==> config.mk <==
export PLATFORM = sky130hd
export DESIGN_NAME = fibre_a_arbiter
export DESIGN_NICKNAME = d
export VERILOG_FILES = /design/src/rtl/fibre_a_arbiter.sv
export SDC_FILE = /design/constraint.sdc
export NUM_CORES = 1
export LEC_CHECK = 0
export BUFFER_PORTS_ARGS = -buffer_cell sky130_fd_sc_hd__buf_2
export CORE_ASPECT_RATIO = 0.5
export CORE_MARGIN = 4
export CORE_UTILIZATION = 47
export DETAILED_ROUTE_END_ITERATION = 10
export PLACE_DENSITY = 0.83
export SYNTH_ARGS = -nofsm -noshare
export SYNTH_HDL_FRONTEND = slang
export SYNTH_SLANG_ARGS = --single-unit
==> constraint.sdc <==
create_clock -name clk_i -period 2.59 [get_ports clk_i]
set_clock_uncertainty 0.15 [all_clocks]
set_input_delay 0.518 -clock clk_i [delete_from_list [all_inputs] [get_ports clk_i]]
set_output_delay 0.518 -clock clk_i [all_outputs]
set_load 0.02 [all_outputs]
==> src/rtl/fibre_a_arbiter.sv <==
// Round-robin arbiter sharing one fibre_a SRAM read port among NUM_PE requesters.
// Each PE holds at most one pending read; returned words are steered back by tag.
module fibre_a_arbiter #(
    parameter int NUM_PE     = 4,
    parameter int ADDR_WIDTH = 8,
    parameter int TIMESTEPS  = 4,
    parameter int RD_LATENCY = 1
) (
    input  logic                            clk_i,
    input  logic                            rst_i,
    input  logic [NUM_PE*ADDR_WIDTH-1:0]    pe_addr_i,
    input  logic [NUM_PE-1:0]               pe_read_en_i,
    output logic [NUM_PE*TIMESTEPS-1:0]     pe_data_o,
    output logic [NUM_PE-1:0]               pe_valid_o,
    output logic [ADDR_WIDTH-1:0]           mem_addr_o,
    output logic                            mem_rd_en_o,
    input  logic [TIMESTEPS-1:0]            mem_rd_data_i,
    input  logic                            mem_stall_i,
    output logic                            busy_o,
    output logic [NUM_PE-1:0]               overrun_err_o
);

    localparam int PTR_W = $clog2(NUM_PE);

    logic [NUM_PE-1:0]      pending_q, pending_d;
    logic [ADDR_WIDTH-1:0]  addr_q [NUM_PE];
    logic [ADDR_WIDTH-1:0]  addr_d [NUM_PE];
    logic [PTR_W-1:0]       rr_q, rr_d;
    logic [ADDR_WIDTH-1:0]  mem_addr_q, mem_addr_d;
    logic                   mem_rd_en_q, mem_rd_en_d;
    // Stage 0 is loaded with the grant; stage RD_LATENCY lines up with mem_rd_data_i.
    logic [RD_LATENCY:0]    tag_vld_q, tag_vld_d;
    logic [PTR_W-1:0]       tag_id_q [RD_LATENCY+1];
    logic [PTR_W-1:0]       tag_id_d [RD_LATENCY+1];
    logic [TIMESTEPS-1:0]   data_q [NUM_PE];
    logic [TIMESTEPS-1:0]   data_d [NUM_PE];
    logic [NUM_PE-1:0]      pe_valid_q, pe_valid_d;
    logic [NUM_PE-1:0]      overrun_q, overrun_d;
    logic                   busy_q, busy_d;

    logic                   found;
    logic [PTR_W-1:0]       win;
    logic [PTR_W-1:0]       cand;
    logic [NUM_PE-1:0]      grant_vec;
    int                     idx;

    always_comb begin
        pending_d   = pending_q;
        addr_d      = addr_q;
        rr_d        = rr_q;
        mem_addr_d  = mem_addr_q;
        mem_rd_en_d = 1'b0;
        data_d      = data_q;
        pe_valid_d  = '0;
        overrun_d   = overrun_q;
        grant_vec   = '0;
        found       = 1'b0;
        win         = '0;
        cand        = '0;
        idx         = 0;

        for (int k = 0; k < NUM_PE; k++) begin
            idx = int'(rr_q) + k;
            if (idx >= NUM_PE) idx = idx - NUM_PE;
            cand = PTR_W'(idx);
            if (!found && pending_q[cand]) begin
                found = 1'b1;
                win   = cand;
            end
        end

        if (!mem_stall_i && found) begin
            mem_rd_en_d    = 1'b1;
            mem_addr_d     = addr_q[win];
            grant_vec[win] = 1'b1;
            rr_d           = (win == PTR_W'(NUM_PE - 1)) ? '0 : win + 1'b1;
        end

        tag_vld_d   = {tag_vld_q[RD_LATENCY-1:0], mem_rd_en_d};
        tag_id_d[0] = win;
        for (int k = 1; k <= RD_LATENCY; k++) tag_id_d[k] = tag_id_q[k-1];

        if (tag_vld_q[RD_LATENCY]) begin
            pe_valid_d[tag_id_q[RD_LATENCY]] = 1'b1;
            data_d[tag_id_q[RD_LATENCY]]     = mem_rd_data_i;
        end

        // A PE being granted this edge may re-request without overrunning.
        pending_d = pending_q & ~grant_vec;
        for (int i = 0; i < NUM_PE; i++) begin
            if (pe_read_en_i[i]) begin
                if (pending_d[i]) begin
                    overrun_d[i] = 1'b1;
                end else begin
                    pending_d[i] = 1'b1;
                    addr_d[i]    = pe_addr_i[i*ADDR_WIDTH +: ADDR_WIDTH];
                end
            end
        end

        busy_d = (|pending_d) | (|tag_vld_d) | (|pe_valid_d);
    end

    always_ff @(posedge clk_i) begin
        if (rst_i) begin
            pending_q   <= '0;
            rr_q        <= '0;
            mem_addr_q  <= '0;
            mem_rd_en_q <= 1'b0;
            tag_vld_q   <= '0;
            pe_valid_q  <= '0;
            overrun_q   <= '0;
            busy_q      <= 1'b0;
            for (int i = 0; i < NUM_PE; i++) begin
                addr_q[i] <= '0;
                data_q[i] <= '0;
            end
            for (int k = 0; k <= RD_LATENCY; k++) tag_id_q[k] <= '0;
        end else begin
            pending_q   <= pending_d;
            rr_q        <= rr_d;
            mem_addr_q  <= mem_addr_d;
            mem_rd_en_q <= mem_rd_en_d;
            tag_vld_q   <= tag_vld_d;
            pe_valid_q  <= pe_valid_d;
            overrun_q   <= overrun_d;
            busy_q      <= busy_d;
            addr_q      <= addr_d;
            data_q      <= data_d;
            tag_id_q    <= tag_id_d;
        end
    end

    always_comb begin
        pe_data_o = '0;
        for (int i = 0; i < NUM_PE; i++) pe_data_o[i*TIMESTEPS +: TIMESTEPS] = data_q[i];
    end

    assign pe_valid_o    = pe_valid_q;
    assign mem_addr_o    = mem_addr_q;
    assign mem_rd_en_o   = mem_rd_en_q;
    assign busy_o        = busy_q;
    assign overrun_err_o = overrun_q;

endmodule
==> impl_metrics.csv, run 1 <==
group,metric,value,unit
placement,post-dp-hpwl,5.01,mm
cts,htree_levels,3,
cts,cts.clk_slew.worst_paths,0.05,ns
yosys,ys_types,42,
run_status,status,"finished, final reports clean",
worst_setup_path,start_kind,"flop",
die,io_pins,77,
final_layout,area_growth,25.3,%
timing,setup_violations,0,
cts,cts_buffer_depth,2,
route,vias_per_cell,5.12,
worst_setup_path,cp.required,2.66,ns
yosys,synth.avg_cell_area,9.67,µm²
cts,root_buffer,"clkbuf_16",
grt,first_global_vias,2413,
route,dr.first_iter.drc_count,117,
worst_setup_path,cpMaxStageDelayCell,"dfxtp_1",
worst_setup_path,cp-end-kind,"flop",
run,max_cap_viol_count,0,
die,start_util,50.1,%
timing,hold_viol_final,0,
pwr,peakVddDrop,0.316,mV
final_layout,final_nets,446,
grt,grt_pass1_wl,11.5,mm
pwr,finalPower,3.00,mW
yosys,ys.flop_type,"dfxtp_1",
pwr,p_leak,1.88,nW
final_layout,layout-drive-gt1-share,27.8,%
die,core,0.00626,mm²
grt,antenna_found_initial,0,
timing,fmax,431,MHz
worst_setup_path,critPathKind,"flop to flop",
cts,cts_tree,"yes",
route,antenna_left,0,
worst_setup_path,path_cells,"nand2_1 > a221o_2 > nand2_4 > inv_2 > ha_1 > inv_1 > o21ai_0 > and2_4 > mux2i_1 > nor2_1",
cts,cts-buffers-inserted,9,
yosys,synthesis.area,0.00313,mm²
timing,finalSetupTns,0,ns
worst_setup_path,worstPathMaxFanout,10,
grt,grt_max_degree,45,
timing,max-slew-margin-rel,63.0,%
placement,finalWeightedCongestion,0.888,
worst_setup_path,slowest_delay,0.50,ns
final_layout,final_core_util,62.7,%
grt,gr-total-overflow,0,
timing,min_period_over_period,89.7,%
die,chipHeight,65.7,µm
pwr,p_per_area,764,mW/mm²
yosys,yosysSeqAreaShare,49.2,%
timing,worstMarginPinSlew,0.551,ns
worst_setup_path,critical-path-top-delay-family,"compound AO/OA/AOI/OAI gates",
cts,postCtsSetupBuffers,0,
final_layout,layout_common_cells,"dfxtp_1 (76), buf_2 (76), mux2i_1 (59), nor2_1 (44), nand2_1 (41)",
yosys,synth_seq_cells,77,
worst_setup_path,critPathBufInv,2,
die,die-area,0.00811,mm²
yosys,synth-edff-count,0,
grt,grt.total_usage,18.5,%
cts,hold_buffers,0,
die,num_rows,20,
timing,rsz0062_at_grt,"false",
timing,drv_slew,0,
cts,insertion_delay,0.33,ns
route,wl_per_cell,14.0,µm
worst_setup_path,crit_arrival,2.39,ns
cts,clock_sinks,77,
route,drc,0,
die,die_w,123,µm
yosys,synthArstFlopShare,0,%
yosys,synthCells,324,
placement,portBuffers,76,
timing,min_period,2.32,ns
hold_path,hold_class,"input pin to flop",
route,drt-total-wl,6.94,mm
route,vias,2535,
route,dr.pass1.iters,4,
yosys,yosysWarnings,0,
yosys,postSynthNetCount,368,
final_layout,diodes,0,
[metrics by stage]
step	instance area, µm²	instances	setup slack, ns	hold slack, ns
after floorplan	3130	324	0.128	0.264
after global placement	3610	479	0.103	0.266
after detailed placement	3610	479	-0.00540	0.274
after CTS	3920	495	0.124	0.259
after global routing	3930	495	0.0802	0.266
final	3930	495	0.268	0.269
[final timing paths]
kind,from,end,slack (ns),cells past startpoint
max,pending_q[0],addr_q[7],0.27,10
min,pe_addr_i[23],addr_q[15],0.27,3
max reg2reg,pending_q[0],addr_q[7],0.27,10
min reg2reg,tag_id_d[0],tag_id_q[0],0.29,1
[metal layers]
layer	track usage, %	routed length (µm)	vias up
met1	22.4	3140	1187
li1	-	-	1281
met4	6.62	99	0
met3	6.45	363	11
met2	30.8	3330	56
met5	0	0	-
[logic make-up after synthesis]
logic type	share of synthesized area [%]
fa+ha+maj	0.399
flops	49.2
simple gates	16.3
compound gates	11.0
mux	18.9
buf+inv	4.27
[layout make-up]
type	count	area [µm²]
Clock buffer	13	270
Clock inverter	3	42.5
Fill cell	535	2330
Inverter	10	37.5
Multi-Input combinational cell	217	1460
Sequential cell	77	1540
Tap cell	88	110
Timing Repair Buffer	87	463
[synth_stat cells, drive strengths merged (2+ instances only)]
cell type  count  area [µm²]
nand2         42         165
o221ai         9        78.8
nand3          6        30.0
o21ai          2        10.0
buf            8        51.3
nor2          44         165
nand3b         2        15.0
nor2b          5        38.8
mux2i         59         591
o21a           2        15.0
and2           2        12.5
a211oi         2        15.0
and3           3        18.8
dfxtp         77        1540
o31ai          3        22.5
inv            9        33.8
o32ai          4        53.8
clkbuf        12        45.0
a21oi         10        50.1
nor3           2        10.0
a21boi         4        30.0
nor4           3        18.8
[flip-flops by register name, summed over array words and instances (netlist names)]
register	flops
rr_q	2
tag_id_q	2
addr_q	32
tag_vld_q	2
pending_q	4
pe_valid_o	4
overrun_err_o	4
mem_addr_o	8
pe_data_o	16
tag_id_d	2
busy_o	1
[power by group]
group          total [mW]  internal, mW  switching (mW)
sequential           1.31          1.26          0.0485
combinational       0.417         0.184           0.233
clock                1.27         0.822           0.450
total                3.00          2.26           0.732
[worst min-delay path, delay by kind of cell]
| family | cells | cell delay [ns] |
|---|---|---|
| buffers and inverters | 1 | 0.07 |
| AND/OR/NAND/NOR | 1 | 0.07 |
| multiplexers | 1 | 0.05 |
[repair_timing]
| action | CTS | global route |
|---|---|---|
| endpoints found under the setup margin | 5 | 8 |
| hold endpoints to repair | 0 | 0 |
| gates resized for setup | 1 | 2 |
Power figures use the tool's default switching activity.
==> inputs of run 2 (changes only) <==
Settings changed: ABC_AREA set to 1, CORE_UTILIZATION 47 to 48, PLACE_DENSITY 0.83 to 0.84.
==> run 2 against run 1 <==
Net effect: via count rose by 24%; clock power rose by 5%; clock-buffer cell count fell by 4; worst hold slack got worse by 0.011 ns; sequential cell count did not move; largest power group is now combinational logic; highest routed layer unchanged.
==> impl_metrics.csv, run 2 <==
group,metric,value,unit
worst_setup_path,r2r_slack,0.26,ns
hold_path,hold_class,"flop to flop",
yosys,synth.avg_cell_area,7.16,µm²
yosys,post-synth-top-area-cell,"dfxtp_1",
worst_setup_path,r2r-start,"rr_q[0]",
placement,post-dp-hpwl,5.93,mm
yosys,synthArstFlopShare,0,%
die,start_util,49.9,%
grt,gr-total-overflow,0,
yosys,synth.top_cell.area_share,45.9,%
yosys,synth-edff-count,0,
timing,min_period,2.33,ns
yosys,synthCells,469,
worst_setup_path,ff2ff_path_depth,15,
yosys,synthTopCellsByCount,"nor2_1 (90), nand2_1 (87), dfxtp_1 (77)",
cts,cts.clk_slew.worst_paths,0.06,ns
yosys,synth.most_common_cell,"nor2_1",
timing,fmax,429,MHz
die,io_pins,77,
timing,min_period_over_period,90.1,%
cts,htree_levels,3,
timing,worstMarginPinSlew,0.560,ns
grt,grt.total_usage,19.3,%
route,wl_per_cell,12.7,µm
route,vias_per_cell,4.89,
grt,grt_max_degree,31,
yosys,synth_area_leaders,"dfxtp_1 (46%), nor2_1 (10%), nand2_1 (9.7%)",
pwr,p_per_area,1190,mW/mm²
grt,antenna_found_initial,0,
die,core,0.00673,mm²
route,drc,0,
route,antenna_left,0,
final_layout,layout-drive-gt1-share,22.8,%
hold_path,hold_depth,2,
worst_setup_path,worstPathMaxFanout,11,
placement,finalWeightedCongestion,0.842,
timing,max-slew-margin-rel,62.6,%
route,drt-total-wl,8.15,mm
final_layout,layout_common_cells,"nor2_1 (90), nand2_1 (87), dfxtp_1 (76), buf_2 (76), inv_1 (49)",
route,dr.pass1.iters,5,
cts,insertion_delay,0.33,ns
cts,clock_sinks,77,
route,vias,3135,
timing,finalSetupTns,0,ns
timing,whs,0.258,ns
placement,portBuffers,76,
yosys,ys_types,33,
cts,cts_tree,"yes",
timing,setup_violations,0,
run,max_cap_viol_count,0,
timing,hold_viol_final,0,
cts,cts-buffers-inserted,9,
timing,rsz0062_at_grt,"false",
final_layout,final_common_cell,"nor2_1",
run_status,status,"finished, final reports clean",
worst_setup_path,start_kind,"flop",
worst_setup_path,cp-end-kind,"flop",
pwr,peakVddDrop,0.455,mV
worst_setup_path,crit_arrival,2.41,ns
grt,grt_pass1_wl,13.0,mm
yosys,ys.flop_type,"dfxtp_1",
die,chipHeight,67.1,µm
hold_path,hp-start,"tag_id_d[1]",
die,die_w,126,µm
yosys,yosysSeqAreaShare,45.9,%
yosys,yosysWarnings,0,
pwr,p_leak,2.05,nW
yosys,postSynthNetCount,513,
cts,postCtsSetupBuffers,0,
cts,cts_buffer_depth,2,
yosys,synthesis.area,0.00336,mm²
yosys,synth_seq_cells,77,
worst_setup_path,cp.required,2.66,ns
grt,first_global_vias,2758,
timing,drv_slew,0,
final_layout,diodes,0,
final_layout,area_growth,23.5,%
cts,root_buffer,"clkbuf_16",
die,num_rows,21,
final_layout,largest_reg_flops,32,
route,dr.first_iter.drc_count,177,
final_layout,final_nets,588,
worst_setup_path,critPathKind,"flop to flop",
hold_path,hold_end,"tag_id_q[1]",
worst_setup_path,r2r-end,"addr_q[4]",
final_layout,top_register,"addr_q",
die,die-area,0.00848,mm²
==> run 2: cell types whose count changed in the layout (fill, tap and decap cells not counted), moves of 24 or more <==
| cell | before | now |
|---|---|---|
| mux2i_1 | 59 | 0 |
| nand2_1 | 41 | 87 |
| nor2_1 | 44 | 90 |
| inv_1 | 8 | 49 |
| o21ai_0 | 2 | 39 |
| a21oi_1 | 10 | 34 |
==> run 2: kinds of logic (layout without fill, tap and decap cells) <==
logic type,Yosys count,count (layout),share of synthesized area (%)
simple gates,227,227,29.6
compound gates,89,89,14.6
flops,77,77,45.9
buf+inv,75,155,9.46
fa+ha+maj,1,1,0.373
==> run 2: power breakdown <==
group / switching [mW] / internal (mW) / leakage (nW)
logic: 1.41 / 0.682 / 1.26
clock network: 0.487 / 0.847 / 0.156
registers: 0.132 / 1.39 / 0.634
total: 2.03 / 2.92 / 2.05
==> run 2: what timing repair did <==
action | in CTS | in global routing
hold buffers | 0 | 0
endpoints found under the setup margin | 0 | 27
resized for setup | 0 | 3
==> run 2: routing by layer <==
metal	vias to the layer above	wire length, µm	track usage, %
li1	1634	-	-
met1	1412	3860	25.3
met2	80	3760	32.1
met3	9	440	6.16
met4	0	80	3.61
met5	-	0	0
==> run 2: final cells by class <==
type,count,area [µm²]
sequential,77,1550
multi-input combinational,317,1500
clock buffer,9,225
clock inverter,7,98.8
tap,92,115
timing repair buffer,83,445
inverter,56,214
fill,625,2580
==> run 2: how the worst max path moves through the flow <==
stage,from,end,slack [ns],cells past startpoint
after floorplan,rr_q[0],addr_q[0],0.49,15
after global placement,rr_q[0],addr_q[6],0.16,16
after detailed placement,rr_q[0],addr_q[4],0.07,16
after CTS,rr_q[0],addr_q[4],0.04,16
after global routing,rr_q[1],addr_q[3],0.002,17
final,rr_q[0],addr_q[4],0.26,15
==> run 2: worst max-delay path, stage by stage (launching register included) <==
cell	delay (ns)
dfxtp_4	0.38
inv_2	0.14
nand2_1	0.09
nand3_1	0.11
nand2_1	0.10
nor2_2	0.17
nand3_2	0.11
nand3_2	0.12
inv_4	0.07
ha_1	0.19
inv_1	0.09
o21ai_4	0.09
nand2_4	0.12
clkinv_2	0.13
nor2_1	0.11
nor2_1	0.05
==> run 2: stage by stage <==
stage	setup WS (ns)	area, µm²	std cells	total power, mW	utilization (%)
3_3_place_gp	0.163	3810	625	3.56	56.7
2_1_floorplan	0.488	3360	469	3.11	-
3_5_place_dp	0.0658	3810	625	3.60	56.7
4_1_cts	0.0444	4140	641	4.95	61.5
6_report	0.257	4150	641	4.95	61.7
5_1_grt	0.00181	4150	641	5.30	61.7
==> inputs of run 3 (changes only) <==
Settings changed: RECOVER_POWER set to 25.
==> run 3 against run 2 <==
Net effect: non-clock buffer count stayed put; power is 0.32% lower; sequential share of layout area is 0.19 points higher; first-iteration DRC count is 4.0% lower; core utilization is 0.32 points lower; via count is 0.26% lower; critical path type unchanged; worst setup slack hardly changed; die area stayed put; critical path depth stayed put.
==> impl_metrics.csv, run 3 (synthesized netlist as in run 2, its figures left out) <==
group,metric,value,unit
run_status,status,"finished, final reports clean",
timing,finalSetupTns,0,ns
die,start_util,49.9,%
timing,whs,0.258,ns
route,drc,0,
timing,fmax,429,MHz
hold_path,hp-start,"tag_id_d[1]",
worst_setup_path,critPathKind,"flop to flop",
die,die-area,0.00848,mm²
grt,grt_pass1_wl,13.0,mm
pwr,p_leak,1.99,nW
cts,htree_levels,3,
die,num_rows,21,
final_layout,final_area,0.00413,mm²
worst_setup_path,r2r-start,"rr_q[0]",
placement,place_area,0.00381,mm²
placement,post-dp-hpwl,5.93,mm
final_layout,final_common_cell,"nor2_1",
hold_path,hold_class,"flop to flop",
route,dr.first_iter.drc_count,170,
placement,finalWeightedCongestion,0.842,
grt,grt.total_usage,19.3,%
pwr,peakVddDrop,0.456,mV
cts,cts-buffers-inserted,9,
timing,worstMarginPinSlew,1.41,ns
worst_setup_path,crit_start,"rr_q[0]",
timing,rsz0062_at_grt,"false",
cts,hold_buffers,0,
route,top_layer,"met4",
timing,setup_violations,0,
pwr,finalPower,4.94,mW
cts,cts.clk_slew.worst_paths,0.06,ns
final_layout,diodes,0,
final_layout,area_growth,22.9,%
worst_setup_path,path_cells,"inv_2 > nand2_1 > nand3_1 > nand2_1 > nor2_2 > nand3_2 > nand3_2 > inv_4 > ha_1 > inv_1 > o21ai_4 > nand2_4 > clkinv_2 > nor2_1 > nor2_1",
die,die_w,126,µm
grt,grt_max_degree,31,
die,io_pins,77,
route,dr_wl_met2,3.76,mm
worst_setup_path,cp-end-kind,"flop",
final_layout,layout-drive-gt1-share,20.0,%
timing,hold_viol_final,0,
final_layout,largest_reg_flops,32,
placement,portBuffers,76,
worst_setup_path,critical-path-top-delay-family,"simple AND/OR/NAND/NOR gates",
route,dr.pass1.iters,5,
final_layout,layout_common_cells,"nor2_1 (90), nand2_1 (87), dfxtp_1 (76), buf_2 (62), inv_1 (49)",
route,wl_met1,3.84,mm
cts,root_buffer,"clkbuf_16",
pwr,p_per_area,1200,mW/mm²
final_layout,final_nets,588,
timing,drv_slew,0,
worst_setup_path,worstPathMaxFanout,11,
worst_setup_path,r2r_slack,0.26,ns
route,wl_per_cell,12.6,µm
worst_setup_path,critPathBufInv,4,
timing,min_period_over_period,90.1,%
grt,antenna_found_initial,0,
route,vias_per_cell,4.88,
cts,cts_buffer_depth,2,
worst_setup_path,slowest_delay,0.38,ns
grt,gr-total-overflow,0,
timing,max-slew-margin-rel,5.99,%
timing,min_period,2.33,ns
final_layout,final_core_util,61.3,%
final_layout,fillCellCount,634,
route,vias,3127,
worst_setup_path,cp.required,2.66,ns
worst_setup_path,start_kind,"flop",
die,chipHeight,67.1,µm
cts,clock_sinks,77,
route,met3WireLength,415,µm
worst_setup_path,crit_arrival,2.41,ns
run,max_cap_viol_count,0,
cts,cts_tree,"yes",
route,drt-total-wl,8.10,mm
cts,insertion_delay,0.33,ns
final_layout,top_register,"addr_q",
route,antenna_left,0,
die,core,0.00673,mm²
grt,first_global_vias,2758,
worst_setup_path,cpMaxStageDelayCell,"dfxtp_4",
==> run 3: cell types whose count changed in the layout (fill, tap and decap cells not counted) <==
cell and delta:
buf_2 -14, buf_4 -1, clkbuf_1 +15
==> run 3: path summary, 6_finish.rpt <==
path,end,depth (start not counted)
worst max register to register,addr_q[7],15
worst min-delay path,tag_id_q[1],2
worst min register to register,tag_id_q[1],2
worst max-delay path,addr_q[7],15
==> run 3: timing repair <==
item	4_1_cts	5_1_grt
buffers inserted	0	0
resized for setup	0	3
endpoints found under the setup margin	0	27
hold endpoints to repair	0	0
==> run 3: cell type report <==
| cell class | instances | area, µm² | area share, % |
|---|---|---|---|
| timing repair buffer | 83 | 424 | 10.3 |
| sequential | 77 | 1550 | 37.4 |
| inverter | 56 | 214 | 5.18 |
| multi-input combinational | 317 | 1500 | 36.4 |
| tap | 92 | 115 | 2.79 |
| clock inverter | 7 | 98.8 | 2.40 |
| clock buffer | 9 | 225 | 5.46 |
==> run 3: per-layer routing <==
metal	up-vias	track usage (%)
li1	1639	-
met1	1401	25.3
met2	78	32.1
met3	9	6.16
met4	0	3.61
met5	-	0
==> run 3: report_power, final <==
part / switching (mW) / internal [mW]
sequential: 0.134 / 1.39
clock: 0.487 / 0.847
combinational: 1.41 / 0.667
total: 2.03 / 2.91
==> run 3: per-stage QoR <==
step / cells / worst slack, ns
finish: 641 / 0.257
global route: 641 / 0.00181
CTS: 641 / 0.0444
detailed placement: 625 / 0.0658
global placement: 625 / 0.163
floorplan: 469 / 0.488
==> run 3: worst min-delay path: stages, from the launching register on <==
cell and delay (ns):
dfxtp_1 0.30, inv_1 0.04, nor2_1 0.03
